--- config.mk ---
export PLATFORM = sky130hd
export DESIGN_NAME = addsub_multicycle_flat
export DESIGN_NICKNAME = d
export VERILOG_FILES = /design/src/rtl/addsub_multicycle_if.sv /design/src/rtl/addsub_multicycle.sv /design/src/flat_wrapper.sv
export SDC_FILE = /design/constraint.sdc
export NUM_CORES = 1
export LEC_CHECK = 0
export ABC_CLOCK_PERIOD_IN_PS = 5490
export CAP_MARGIN = 5
export CORE_UTILIZATION = 50
export CTS_BUF_LIST = sky130_fd_sc_hd__clkbuf_16
export CTS_CLUSTER_SIZE = 10
export DETAILED_ROUTE_END_ITERATION = 10
export GPL_TIMING_DRIVEN = 0
export PLACE_DENSITY = 0.75
export SETUP_SLACK_MARGIN = 0.15
export SLEW_MARGIN = 5
export SYNTH_ARGS = -nofsm -noshare
export SYNTH_HDL_FRONTEND = slang
export SYNTH_SLANG_ARGS = --single-unit
--- constraint.sdc ---
create_clock -name clk -period 5.49 [get_ports clk]
set_clock_uncertainty 0.05 [all_clocks]
set_input_delay 0.8235 -clock clk [delete_from_list [all_inputs] [get_ports clk]]
set_output_delay 0.8235 -clock clk [all_outputs]
set_load 0.05 [all_outputs]
--- src/rtl/addsub_multicycle_if.sv ---
// Operand/result bundle for addsub_multicycle: START/SUB/A/B in, BUSY/DONE/S/V/COUT out.
// The master side issues operations; the slave side is the adder/subtractor.
interface addsub_multicycle_if #(
  parameter int W = 15
);
  logic         start;
  logic         sub;
  logic [W-1:0] a;
  logic [W-1:0] b;
  logic         busy;
  logic         done;
  logic [W-1:0] s;
  logic         v;
  logic         cout;

  modport master (output start, sub, a, b, input busy, done, s, v, cout);
  modport slave  (input start, sub, a, b, output busy, done, s, v, cout);
endinterface

--- src/rtl/addsub_multicycle.sv ---
// W-bit two's-complement add/sub processing K bits per clock, LSB first; result after W/K+1 cycles.
// Optional saturation on signed overflow when ADDSUB_SATURATE_EN is defined; START during RUN is ignored.
module addsub_multicycle #(
  parameter int W = 15,
  parameter int K = 3
) (
  input  logic               clk,
  input  logic               rst,
  addsub_multicycle_if.slave bus
);
  localparam int N  = W / K;
  localparam int IW = (N > 1) ? $clog2(N) : 1;

  typedef enum logic [1:0] {ST_IDLE, ST_RUN, ST_DONE} state_t;

  state_t        state;
  logic [W-1:0]  a_r;
  logic [W-1:0]  b_r;
  logic [W-1:0]  s_r;
  logic [IW-1:0] idx;
  logic          carry;
  logic          busy_r;
  logic          done_r;
  logic          v_r;
  logic          cout_r;
  logic [K:0]    sum;
  logic          ovf;
  logic          last;

  always_comb begin
    sum  = {1'b0, a_r[idx*K +: K]} + {1'b0, b_r[idx*K +: K]} + {{K{1'b0}}, carry};
    // Carry into the sign bit recovered from the sum bit; only meaningful on the last chunk.
    ovf  = a_r[W-1] ^ b_r[W-1] ^ sum[K-1] ^ sum[K];
    last = (idx == IW'(N - 1));
  end

  always_ff @(posedge clk or posedge rst) begin
    if (rst) begin
      state  <= ST_IDLE;
      a_r    <= '0;
      b_r    <= '0;
      s_r    <= '0;
      idx    <= '0;
      carry  <= 1'b0;
      busy_r <= 1'b0;
      done_r <= 1'b0;
      v_r    <= 1'b0;
      cout_r <= 1'b0;
    end else begin
      case (state)
        ST_RUN: begin
          s_r[idx*K +: K] <= sum[K-1:0];
          carry           <= sum[K];
          idx             <= idx + IW'(1);
          if (last) begin
            v_r    <= ovf;
            cout_r <= sum[K];
            busy_r <= 1'b0;
            done_r <= 1'b1;
            state  <= ST_DONE;
`ifdef ADDSUB_SATURATE_EN
            if (ovf) s_r <= a_r[W-1] ? {1'b1, {(W-1){1'b0}}} : {1'b0, {(W-1){1'b1}}};
`endif
          end
        end
        default: begin
          // IDLE and DONE both accept a new operation, giving back-to-back issue.
          done_r <= 1'b0;
          if (bus.start) begin
            a_r    <= bus.a;
            b_r    <= bus.sub ? ~bus.b : bus.b;
            carry  <= bus.sub;
            idx    <= '0;
            busy_r <= 1'b1;
            state  <= ST_RUN;
          end else begin
            state  <= ST_IDLE;
          end
        end
      endcase
    end
  end

  assign bus.busy = busy_r;
  assign bus.done = done_r;
  assign bus.s    = s_r;
  assign bus.v    = v_r;
  assign bus.cout = cout_r;
endmodule
--- src/flat_wrapper.sv ---
// flat-port wrapper written by rule: the top's interface ports become plain ports
module addsub_multicycle_flat 
#(
  parameter int W = 15,
  parameter int K = 3
)
  (clk, rst, bus_start, bus_sub, bus_a, bus_b, bus_busy, bus_done, bus_s, bus_v, bus_cout);
  addsub_multicycle_if #(.W(W)) bus_i ();
  input  logic clk;
  input  logic rst;
  input wire logic [$bits(bus_i.start)-1:0] bus_start;
  input wire logic [$bits(bus_i.sub)-1:0] bus_sub;
  input wire logic [$bits(bus_i.a)-1:0] bus_a;
  input wire logic [$bits(bus_i.b)-1:0] bus_b;
  output wire logic [$bits(bus_i.busy)-1:0] bus_busy;
  output wire logic [$bits(bus_i.done)-1:0] bus_done;
  output wire logic [$bits(bus_i.s)-1:0] bus_s;
  output wire logic [$bits(bus_i.v)-1:0] bus_v;
  output wire logic [$bits(bus_i.cout)-1:0] bus_cout;
  assign bus_i.start = bus_start;
  assign bus_i.sub = bus_sub;
  assign bus_i.a = bus_a;
  assign bus_i.b = bus_b;
  assign bus_busy = bus_i.busy;
  assign bus_done = bus_i.done;
  assign bus_s = bus_i.s;
  assign bus_v = bus_i.v;
  assign bus_cout = bus_i.cout;
  addsub_multicycle #(.W(W), .K(K)) u_core (.clk(clk), .rst(rst), .bus(bus_i));
endmodule
==> reports/results.ini, run 1 <==
[yosys]
async_reset_ff_share_pct=100
synth_seq_area_share_pct=50.9
synth_flop_cell=dfrtp_1
netlist_instances=232
ys_seq_elements=54
syn_avg_cell_area_sq_um=11.4
synth_cell_types=33
syn_nets=275
syn_area_sq_um=2660
yosysWarnings=0
synth_edf_count=0

[floorplan]
die_w_um=74.9
rows=26
dieHeight_um=74.9
dieArea_sq_um=5610
core_area_sq_um=5110
start_util_pct=52.0
io-pin-count=53

[setup_path]
critPathArrivalTime_ps=3370
path_max_fanout=10
cp_data_required_time_ps=5610
crit_type=reg2reg
crit_path_max_incr_delay_ps=550
slowest_stage=dfrtp_1
crit_chain=buf_4 -> mux4_2 -> inv_1 -> o21ai_1 -> fa_1 -> inv_1 -> fa_1 -> xor2_1 -> xnor2_1 -> xnor2_1 -> o21ai_0
start_kind=flop
cp-end-kind=flop

[sta]
max_slew_margin_pct=60.1
period_minus_slack_ps=3260
setup_violations=0
tightest_slew_ps=598
slew_violations=0
post-route-period-util_pct=59.3
hold_viol=0
rsz0062_at_grt=false
fmax_ghz=0.307
tns_ps=0

[cts]
cts_tree=yes
cts_buffer_depth=2
cts_sinks=54
clockRootBuffer=clkbuf_16
hold_buffers=0
path_clk_slew_ps=60
cts_resized=0
cts_setup_buffers=0
cts_htree_levels=2
clkLatencyLatePin_ps=290
cts_inserted_buffers=5

[grt]
met3_usage_pct=3.88
grt-busiest-layer=met2
grt_overflow=0
grt_pass1_vias=1902
met1_usage_pct=25.6
antenna_found_initial=0
grt_pass1_wl_mm=8.55
met2_usage_pct=36.5
grt_use_total_pct=20.6
grt_max_degree=29

[drt]
vias=1821
first_pass_iters=4
drc=0
antenna_left=0
viasPerCell=5.04
wl_per_cell_um=13.6
drt_iter0_markers=81
routed_wl_mm=4.93

[cells_and_area]
area_growth_pct=28.4
drive_gt1_share_pct=14.4
diodes=0
final_net_count=334
nFillCells=413

[placement]
gp_congestion=0.758
port_buffers=51
dp_hpwl_mm=3.65

[hold_path]
hp-class=reg2reg

[power]
max-vdd-ir-drop_uv=277
p_leak_nw=1.49
power.total_mw=2.32
power_density_nw_per_um2=679

[run_status]
status=finished clean

[run]
max-cap-violations=0

[Yosys cell counts, types with 2 or more instances]
cell type	number	area share [%]
a21oi_1	3	0.57
buf_4	2	0.57
buf_6	2	0.85
clkbuf_1	5	0.71
dfrtp_1	54	51
fa_1	2	1.5
ha_1	7	3.3
inv_1	16	2.3
mux2_2	18	7.6
mux2i_1	2	0.75
mux4_2	5	4.2
nand2_1	33	4.7
nand3_1	7	1.3
nor2_1	6	0.85
nor2b_1	2	0.47
o21a_1	2	0.57
o21ai_0	23	4.3
o21ai_1	4	0.75
o31ai_1	7	2.0
xnor2_1	19	6.3
[cells by family (layout without fill, tap and decap cells)]
kind of cell | after synthesis | after routing | synth area share [%]
compound gates | 42 | 42 | 9.09
mux | 27 | 27 | 14.0
flops | 54 | 54 | 50.9
simple gates | 54 | 54 | 10.0
xor+xnor | 20 | 20 | 6.59
fa+ha+maj | 9 | 9 | 4.80
buf+inv | 26 | 85 | 4.57
[report_power, final]
| part | leakage (nW) | internal [mW] | switching (mW) | total, mW |
|---|---|---|---|---|
| clock network | 0.0694 | 0.165 | 0.132 | 0.296 |
| logic | 0.750 | 0.560 | 0.756 | 1.32 |
| registers | 0.669 | 0.587 | 0.117 | 0.703 |
[sequential cells by signal (all words and copies together) (netlist names), 3 cells and up]
name	flops
u_core.bus.s	15
u_core.a_r	15
u_core.idx	3
u_core.b_r	15
[worst paths after layout]
check,startpoint,cells after the start,to,slack [ps]
max,u_core.idx[0],11,u_core.bus.v,2230
min,u_core.bus.s[11],2,u_core.bus.s[11],420
min in group asynchronous,rst,2,u_core.b_r[7],870
max in group asynchronous,rst,3,u_core.bus.s[10],3970
min reg2reg,u_core.bus.s[11],2,u_core.bus.s[11],420
max reg2reg,u_core.idx[0],11,u_core.bus.v,2230
[cell usage in the layout (no fill, tap or decap), types with 3 or more instances in the layout]
| master | synthesis | layout |
|---|---|---|
| o21ai_1 | 4 | 4 |
| nor2_1 | 6 | 6 |
| o21ai_0 | 23 | 23 |
| ha_1 | 7 | 7 |
| mux4_2 | 5 | 5 |
| clkbuf_16 | 0 | 5 |
| mux2_2 | 18 | 18 |
| o31ai_1 | 7 | 7 |
| xnor2_1 | 19 | 19 |
| nand2_1 | 33 | 33 |
| clkdlybuf4s50_1 | 0 | 51 |
| inv_1 | 16 | 15 |
| a21oi_1 | 3 | 3 |
| dfrtp_1 | 54 | 54 |
| nand3_1 | 7 | 7 |
| clkbuf_1 | 5 | 5 |
[stage by stage]
| step | cells | setup slack, ps | area [sq um] | util (%) | hold WS, ps |
|---|---|---|---|---|---|
| floorplan | 232 | 2710 | 2660 | - | 395 |
| global placement | 353 | 2300 | 3250 | 63.7 | 407 |
| detailed placement | 354 | 2250 | 3270 | 64.1 | 415 |
| CTS | 361 | 2220 | 3410 | 66.8 | 429 |
| global route | 361 | 2020 | 3410 | 66.8 | 448 |
| finish | 361 | 2230 | 3410 | 66.8 | 423 |
[worst max-delay path: cells and delay by family (launching register included)]
family	cells	cell delay [ps]
muxes	1	520
adders and majority gates	2	660
AOI/OAI and AO/OA	2	160
DFF	1	550
xor gates and xnor gates	3	770
buffers and inverters	3	440
[cell type report]
cell class	count	area, sq um	share of cell area, %
Buffer	10	61.3	1.80
Clock buffer	5	125	3.67
Clock inverter	2	10.0	0.294
Inverter	16	60.1	1.76
Multi-Input combinational cell	152	1180	34.7
Sequential cell	54	1350	39.6
Tap cell	70	87.6	2.57
Timing Repair Buffer	52	531	15.6
[metal layers]
metal / vias to the layer above / share of wire [%]
met5: - / 0
li1: 903 / -
met1: 866 / 43
met3: 7 / 3.4
met2: 45 / 52
met4: 0 / 1.3
(Power assumes the default switching activity.)
==> run 2, diff against run 1 <==
--- a/config.mk
+++ b/config.mk
@@ -5,7 +5,7 @@
 export SDC_FILE = /design/constraint.sdc
 export NUM_CORES = 1
 export LEC_CHECK = 0
-export ABC_CLOCK_PERIOD_IN_PS = 5490
+export ABC_CLOCK_PERIOD_IN_PS = 3070
 export CAP_MARGIN = 5
 export CORE_UTILIZATION = 50
 export CTS_BUF_LIST = sky130_fd_sc_hd__clkbuf_16
==> constraint.sdc (replaced) <==
create_clock -name clk -period 3.07 [get_ports clk]
set_clock_uncertainty 0.05 [all_clocks]
set_input_delay 0.4605 -clock clk [delete_from_list [all_inputs] [get_ports clk]]
set_output_delay 0.4605 -clock clk [all_outputs]
set_load 0.05 [all_outputs]
==> run 2 against run 1 <==
Effect of this change: die area unchanged; flip-flop and latch count did not move; critical path depth stayed put; setup slack worse by 1900 ps; first-iteration DRC count is 12% lower; clock power is 79% higher; via count is 0.44% higher; core utilization grew 0.61 points; count of clock-buffer cells in the layout did not move; sequential share of layout area fell by 0.32 points.
==> reports/results.ini, run 2 (synthesis results as in run 1) <==
[run_status]
status=finished clean  ; unchanged

[drt]
viasPerCell=5.04  ; about the same
first_pass_iters=4  ; unchanged
routed_wl_mm=4.96  ; was 4.93 mm
vias=1829  ; was 1,821
wl_per_cell_um=13.7  ; was 13.6 um
drc=0  ; unchanged
antenna_left=0  ; unchanged
drt_iter0_markers=71  ; was 81

[cells_and_area]
final_cell_mix=dfrtp_1, clkdlybuf4s50_1, nand2_1  ; unchanged
area_growth_pct=29.5  ; was 28.4%
drive_gt1_share_pct=16.4  ; was 14.4%
post-route-cell-area_sq_um=3440  ; was 3410 sq um
diodes=0  ; unchanged
finalNonFillerCells=363  ; was 361
utilization_pct=67.4  ; was 66.8%
final_common_cell=dfrtp_1  ; unchanged
final_net_count=336  ; was 334

[placement]
dp_hpwl_mm=3.65  ; unchanged
gp_congestion=0.758  ; unchanged
dp_cells=354  ; unchanged
place_area_sq_um=3270  ; unchanged
port_buffers=51  ; unchanged
pre_cts_slack_ps=-169  ; was 2250 ps

[power]
switching_power_mw=1.83  ; was 1.00 mW
combPwrFrac_pct=58.3  ; was 56.8%
p_clk_share_pct=12.4  ; was 12.8%
swShare_pct=43.0  ; was 43.4%
power_frac_seq_pct=29.3  ; was 30.4%
power.total_mw=4.25  ; was 2.32 mW
power_density_nw_per_um2=1240  ; was 679 nW/um^2
p_leak_nw=1.50  ; was 1.49 nW
max-vdd-ir-drop_uv=486  ; was 277 uV
p_int_mw=2.42  ; was 1.31 mW

[floorplan]
dieHeight_um=74.9  ; unchanged
dieArea_sq_um=5610  ; unchanged
rows=26  ; unchanged
start_util_pct=52.0  ; unchanged
core_area_sq_um=5110  ; unchanged
io-pin-count=53  ; unchanged
die_w_um=74.9  ; unchanged

[sta]
fmax_ghz=0.364  ; was 0.307 GHz
hold_ws_ps=422  ; was 423 ps
setup_violations=0  ; unchanged
tns_ps=0  ; unchanged
max_slew_margin_pct=60.0  ; was 60.1%
post-route-period-util_pct=89.5  ; was 59.3%
setup_slack_ps=322  ; was 2230 ps
period_minus_slack_ps=2750  ; was 3260 ps
hold_viol=0  ; unchanged
slew_violations=0  ; unchanged
tightest_slew_ps=600  ; was 598 ps
rsz0062_at_grt=false  ; unchanged

[cts]
cts_tree=yes  ; unchanged
cts_sinks=54  ; unchanged
cts_inserted_buffers=5  ; unchanged
hold_buffers=0  ; unchanged
cts_buffer_depth=2  ; unchanged
cts_htree_levels=2  ; unchanged
clkLatencyLatePin_ps=290  ; about the same
clockRootBuffer=clkbuf_16  ; unchanged
path_clk_slew_ps=60  ; about the same

[grt]
grt_overflow=0  ; unchanged
grt_pass1_wl_mm=8.60  ; was 8.55 mm
grt_max_degree=29  ; unchanged
grt_pass1_vias=1902  ; unchanged
grt_use_total_pct=20.8  ; was 20.6%
antenna_found_initial=0  ; unchanged

[hold_path]
hp-class=reg2reg  ; unchanged

[setup_path]
path_max_fanout=10  ; unchanged
start_kind=flop  ; unchanged
crit_type=reg2reg  ; unchanged
critPathArrivalTime_ps=2870  ; was 3370 ps
cp_data_required_time_ps=3190  ; was 5610 ps
cp-end-kind=flop  ; unchanged

[run]
max-cap-violations=0  ; unchanged

## run 2: cell type report
type                       count  area, sq um
buffer                        10         66.3
clock buffer                   5          125
clock inverter                 2         10.0
fill                         408         1670
inverter                      16         60.1
multi-input combinational    152         1190
sequential                    54         1350
tap                           70         87.6
timing repair buffer          54          546
## run 2: path summary, 6_finish.rpt
check / start / to / slack, ps / cells past startpoint
worst min register to register: u_core.bus.s[11] / u_core.bus.s[11] / 420 / 2
max in group asynchronous: rst / u_core.idx[0] / 1900 / 3
min in group asynchronous: rst / u_core.b_r[7] / 510 / 2
worst max-delay path: u_core.idx[0] / u_core.bus.v / 320 / 11
worst max register to register: u_core.idx[0] / u_core.bus.v / 320 / 11
worst min-delay path: u_core.bus.s[11] / u_core.bus.s[11] / 420 / 2
## run 2: routing by layer
layer	wire [um]	track usage [%]
met1	2140	25.9
met3	164	3.88
met4	59	5.87
met2	2590	36.9
met5	0	0
## run 2: what timing repair did
item                       4_1_cts  5_1_grt
resized for setup                2        4
setup buffers                    2        0
setup endpoints to repair        6        1
pin swaps                        1        0
## run 2: worst max-delay path: stages, from the launching register on
cell	delay [ps]
dfrtp_2	370
buf_6	160
mux4_2	510
inv_1	70
o21ai_1	90
fa_1	420
inv_1	100
fa_1	250
xor2_2	210
xnor2_1	180
xnor2_1	140
o21ai_0	80
## run 2: power by group through the flow
stage          sequential [mW]  clock, mW  combinational, mW
6_report                  1.24      0.529               2.48
5_1_grt                   1.29      0.570               2.71
4_1_cts                   1.24      0.542               2.49
3_5_place_dp              1.27          0               2.37
3_3_place_gp              1.25          0               2.30
2_1_floorplan             1.57          0               1.41
